--- src/rtl/instr_fetch.sv ---
// Instruction fetch stage: owns the fetch PC, issues one request at a time to
// instruction memory and holds the returned word for decode until consumed.
module instr_fetch #(
   parameter logic [31:0] RESET_PC = 32'h0000_0000
) (
   input  logic        clk,
   input  logic        rst,
   output logic        imem_req_valid,
   input  logic        imem_req_ready,
   output logic [31:0] imem_addr,
   input  logic        imem_rsp_valid,
   input  logic [31:0] imem_rsp_data,
   input  logic        redirect_valid,
   input  logic [31:0] redirect_pc,
   input  logic        stall,
   output logic        instr_valid,
   output logic [31:0] instr,
   output logic [6:0]  opcode,
   output logic [31:0] pc,
   output logic [31:0] pc_plus4
);

   localparam logic [31:0] Nop = 32'h0000_0013;

   typedef enum logic [1:0] {StReq, StWait, StHold} state_e;

   state_e      state_q, state_d;
   logic [31:0] fetch_pc_q, fetch_pc_d;
   logic        drop_q, drop_d;
   logic [31:0] instr_q, instr_d;
   logic [31:0] pc_q, pc_d;
   logic        valid_q, valid_d;
   logic [31:0] redirect_aligned;

   assign redirect_aligned = {redirect_pc[31:2], 2'b00};

   always_comb begin
      state_d        = state_q;
      fetch_pc_d     = fetch_pc_q;
      drop_d         = drop_q;
      instr_d        = instr_q;
      pc_d           = pc_q;
      imem_req_valid = 1'b0;
      imem_addr      = fetch_pc_q;

      unique case (state_q)
         StReq: begin
            imem_req_valid = !redirect_valid;
            if (redirect_valid) begin
               fetch_pc_d = redirect_aligned;
            end else if (imem_req_ready) begin
               state_d = StWait;
            end
         end
         StWait: begin
            if (redirect_valid) begin
               fetch_pc_d = redirect_aligned;
               // The in-flight response belongs to the old path: drop it now if it
               // is here, otherwise remember to drop it when it shows up.
               if (imem_rsp_valid) begin
                  drop_d  = 1'b0;
                  state_d = StReq;
               end else begin
                  drop_d = 1'b1;
               end
            end else if (imem_rsp_valid) begin
               if (drop_q) begin
                  drop_d  = 1'b0;
                  state_d = StReq;
               end else begin
                  instr_d = imem_rsp_data;
                  pc_d    = fetch_pc_q;
                  state_d = StHold;
               end
            end
         end
         StHold: begin
            if (redirect_valid) begin
               fetch_pc_d = redirect_aligned;
               state_d    = StReq;
            end else if (!stall) begin
               fetch_pc_d = fetch_pc_q + 32'd4;
               state_d    = StReq;
            end
         end
         default: state_d = StReq;
      endcase

      valid_d = (state_d == StHold);
   end

   always_ff @(posedge clk) begin
      if (rst) begin
         state_q    <= StReq;
         fetch_pc_q <= RESET_PC;
         drop_q     <= 1'b0;
         instr_q    <= Nop;
         pc_q       <= RESET_PC;
         valid_q    <= 1'b0;
      end else begin
         state_q    <= state_d;
         fetch_pc_q <= fetch_pc_d;
         drop_q     <= drop_d;
         instr_q    <= instr_d;
         pc_q       <= pc_d;
         valid_q    <= valid_d;
      end
   end

   assign instr_valid = valid_q;
   assign instr       = instr_q;
   assign opcode      = instr_q[6:0];
   assign pc          = pc_q;
   assign pc_plus4    = pc_q + 32'd4;

endmodule
--- config.mk ---
export PLATFORM = sky130hd
export DESIGN_NAME = instr_fetch
export DESIGN_NICKNAME = d
export VERILOG_FILES = /design/src/rtl/instr_fetch.sv
export SDC_FILE = /design/constraint.sdc
export NUM_CORES = 1
export LEC_CHECK = 0
export ABC_CLOCK_PERIOD_IN_PS = 2000
export BUFFER_PORTS_ARGS = -buffer_cell sky130_fd_sc_hd__buf_2
export CAP_MARGIN = 20
export CORE_ASPECT_RATIO = 1.5
export CORE_MARGIN = 5
export CORE_UTILIZATION = 40
export CTS_CLUSTER_SIZE = 30
export DETAILED_ROUTE_END_ITERATION = 7
export PLACE_DENSITY = 0.82
export SLEW_MARGIN = 25
export SYNTH_ARGS = -nofsm -noshare
export SYNTH_HDL_FRONTEND = slang
export SYNTH_SLANG_ARGS = --single-unit
--- constraint.sdc ---
create_clock -name clk -period 2 [get_ports clk]
set_input_delay 0.1 -clock clk [delete_from_list [all_inputs] [get_ports clk]]
set_output_delay 0.1 -clock clk [all_outputs]
set_load 0.01 [all_outputs]
==> results.py <==
metrics = {
    "clock_tree": {
        "worstSkewPairLatency_ns": 0.34,
        "cts_made_buffers": 9,
        "clock-root-buffer": "clkbuf_16",
        "cts.sinks": 96,
        "cts_buffer_depth": 2,
        "cts_max_level": 3,
        "cts_tree": "built",
        "clkTransAtPathRegs_ns": 0.07,
    },
    "sta": {
        "fin_skew_ns": 0.00494,
        "hold_violations": 0,
        "worst_slack_ns": 0.0584,
        "setup_viol": 0,
        "setup-tns-final_ns": 0,
        "rsz0062_at_grt": "yes",
        "fmax_ghz": 0.515,
        "slew_viol_final": 0,
        "fin_crit_sh": 0.971,
        "min_period_ns": 1.94,
    },
    "worst_hold_path": {
        "min_from": "imem_rsp_data[7]",
        "hp-class": "in2reg",
        "hold_end": "instr[7]",
        "hold_path_depth": 3,
    },
    "yosys": {
        "ys_seq_elements": 96,
        "synth_cells": 652,
        "yosys-top-cells-area": "dfxtp_1 (39%), nand2_1 (13%), a21oi_1 (8.9%)",
        "synth-edff-count": 0,
        "syn_avg_cell_area_um2": 7.53,
        "yosysSeqAreaShare": 0.392,
        "ys_types": 56,
        "ys.flop_type": "dfxtp_1",
        "synth_top_area_share": 0.392,
        "yosys_warnings": 0,
        "yosysTopAreaCell": "dfxtp_1",
        "async_flop_share": 0,
        "syn_area_um2": 4910,
    },
    "critical_path": {
        "endpoint_kind": "output pin",
        "crit_slowest_cell": "dfxtp_1",
        "r2r_slack_ns": 0.16,
        "max_stage_delay_ns": 0.33,
        "cp_cell_sequence": "and3_4 -> nand3_4 -> nor4_4 -> buf_6 -> nand3_1 -> xnor2_1 -> buf_2",
        "reg2reg_to": "imem_addr[25]",
        "cp_max_fo": 7,
        "crit_required_ns": 1.90,
        "reg2regPathDepth": 5,
        "cp.arrival_ns": 1.84,
        "critPathKind": "reg2out",
        "startpoint_type": "flop",
        "rr_startpoint": "imem_addr[12]",
    },
    "floorplan": {
        "fp.dieH_um": 146,
        "dieArea_um2": 14600,
        "core_area_um2": 12000,
        "die_w_um": 100,
        "num_io_pins": 207,
        "start_util": 0.408,
        "row_count": 49,
    },
    "drt": {
        "wl_per_cell_um": 15.5,
        "drtPass1Iterations": 5,
        "via_per_inst": 5.32,
        "drt_iter0_markers": 334,
        "finalWirelength_um": 16300,
        "postRouteAntennaNets": 0,
        "via_count": 5594,
        "post-route-drc-count": 0,
    },
    "pwr": {
        "peakVddDrop_uv": 475,
        "p_per_area_nw_per_um2": 599,
        "p_sw_frac": 0.259,
        "p_comb_frac": 0.120,
        "leakage_uw": 0.00314,
        "internal-power_uw": 3080,
        "p_switching_uw": 1080,
        "p_seq_frac": 0.485,
        "clkPwrFrac": 0.394,
    },
    "layout": {
        "area_growth_pct": 41.6,
        "final_cell_mix": "buf_2 (197), nand2_1 (167), dfxtp_1 (89), a21oi_1 (87), buf_4 (46)",
        "final_common_cell": "buf_2",
        "nNetsFinal": 964,
        "final_util": 0.578,
        "drive_gt1_frac": 0.327,
        "fin_cells": 1051,
        "finalInstanceArea_um2": 6950,
    },
    "global_routing": {
        "grt-ovfl-total": 0,
        "grt_pass1_vias": 5275,
        "grtUsageTotal": 0.217,
        "grt_max_degree": 38,
        "antenna_found_initial": 3,
        "grt_pass1_wl_um": 25800,
    },
    "place": {
        "post-place-cells": 996,
        "place_worst_setup_slack_ns": 0.0409,
        "gp_congestion": 0.813,
        "dp_hpwl_um": 11700,
        "port_buffers": 198,
        "placed_area_um2": 6210,
    },
    "run_status": {
        "status": "finished clean",
    },
    "run": {
        "maxCapViolations": 0,
    },
}
## logic make-up after synthesis
group                      after synthesis  share of synthesized area
xor gates and xnor gates                28                     0.0500
and+or+nand+nor                        319                      0.315
AOI/OAI and AO/OA                      143                      0.170
buffers and inverters                   60                     0.0609
adders and majority gates                2                    0.00510
muxes                                    3                    0.00612
DFF                                     96                      0.392
other                                    1                   0.000764
## per-layer routing
layer  GRT usage  part of all wire  up-vias
met3      0.0508             0.064       45
met1       0.237              0.36     2607
li1            -                 -     2730
met2       0.388              0.54      208
met5           0            0.0015        -
met4      0.0971             0.033        4
## how the worst max path moves through the flow
stage	from	to	slack [ns]	depth (start not counted)
2_1_floorplan	imem_addr[2]	imem_addr[24]	0.001	6
3_3_place_gp	imem_addr[2]	imem_addr[22]	0.12	7
3_5_place_dp	imem_addr[2]	imem_addr[20]	0.04	7
4_1_cts	imem_addr[2]	imem_addr[20]	0.009	7
5_1_grt	pc[5]	pc_plus4[25]	-0.1	7
6_report	pc[14]	pc_plus4[24]	0.06	7
## power by group through the flow
stage | clock network, µW | logic [µW] | registers (µW)
after CTS | 1670 | 496 | 2020
after floorplan | 0 | 204 | 2090
final | 1640 | 501 | 2020
after detailed placement | 0 | 442 | 2070
after global placement | 0 | 436 | 2060
after global routing | 1760 | 545 | 2030
## state kept, by name, indices dropped and copies added, names as in the netlist
register / flops
state_q: 2
pc: 30
imem_addr: 30
drop_q: 1
instr_valid: 1
instr: 32
## layout make-up
class | count | area, µm²
Antenna cell | 1 | 2.50
Clock buffer | 10 | 239
Clock inverter | 6 | 43.8
Fill cell | 1125 | 5070
Inverter | 3 | 11.3
Multi-Input combinational cell | 501 | 2780
Sequential cell | 96 | 1940
Tap cell | 153 | 191
Timing Repair Buffer | 281 | 1740
## worst max-delay path, delay by kind of cell, from the launching register on
kind          cells  cell delay [ns]
simple gates      4             0.71
flops             1             0.33
buf+inv           2             0.31
xor+xnor          1             0.14
## cell usage after synthesis (8+ instances only)
master    instances
nand2_1         167
dfxtp_1          96
a21oi_1          87
nor2_1           37
nand3_1          28
clkbuf_1         26
xnor2_1          21
nand4_1          18
buf_2            16
o21ai_0          15
buf_4            14
and3_1           13
nor3_1           11
nand3b_1          8
## through the flow
step	hold slack, ns	total power [µW]
detailed placement	0.322	2510
global placement	0.311	2500
floorplan	0.197	2290
finish	0.0125	4160
global route	0.0214	4330
CTS	0.00301	4190
## what timing repair did
item | in CTS | in global routing
setup endpoints to repair | 16 | 43
hold buffers | 34 | 0
gates resized for setup | 10 | 13
hold endpoints to repair | 34 | 0
buffers inserted | 0 | 4
gates cloned | 0 | 0
pin swaps | 2 | 3
Note: power is estimated with default switching activity, not from simulation.
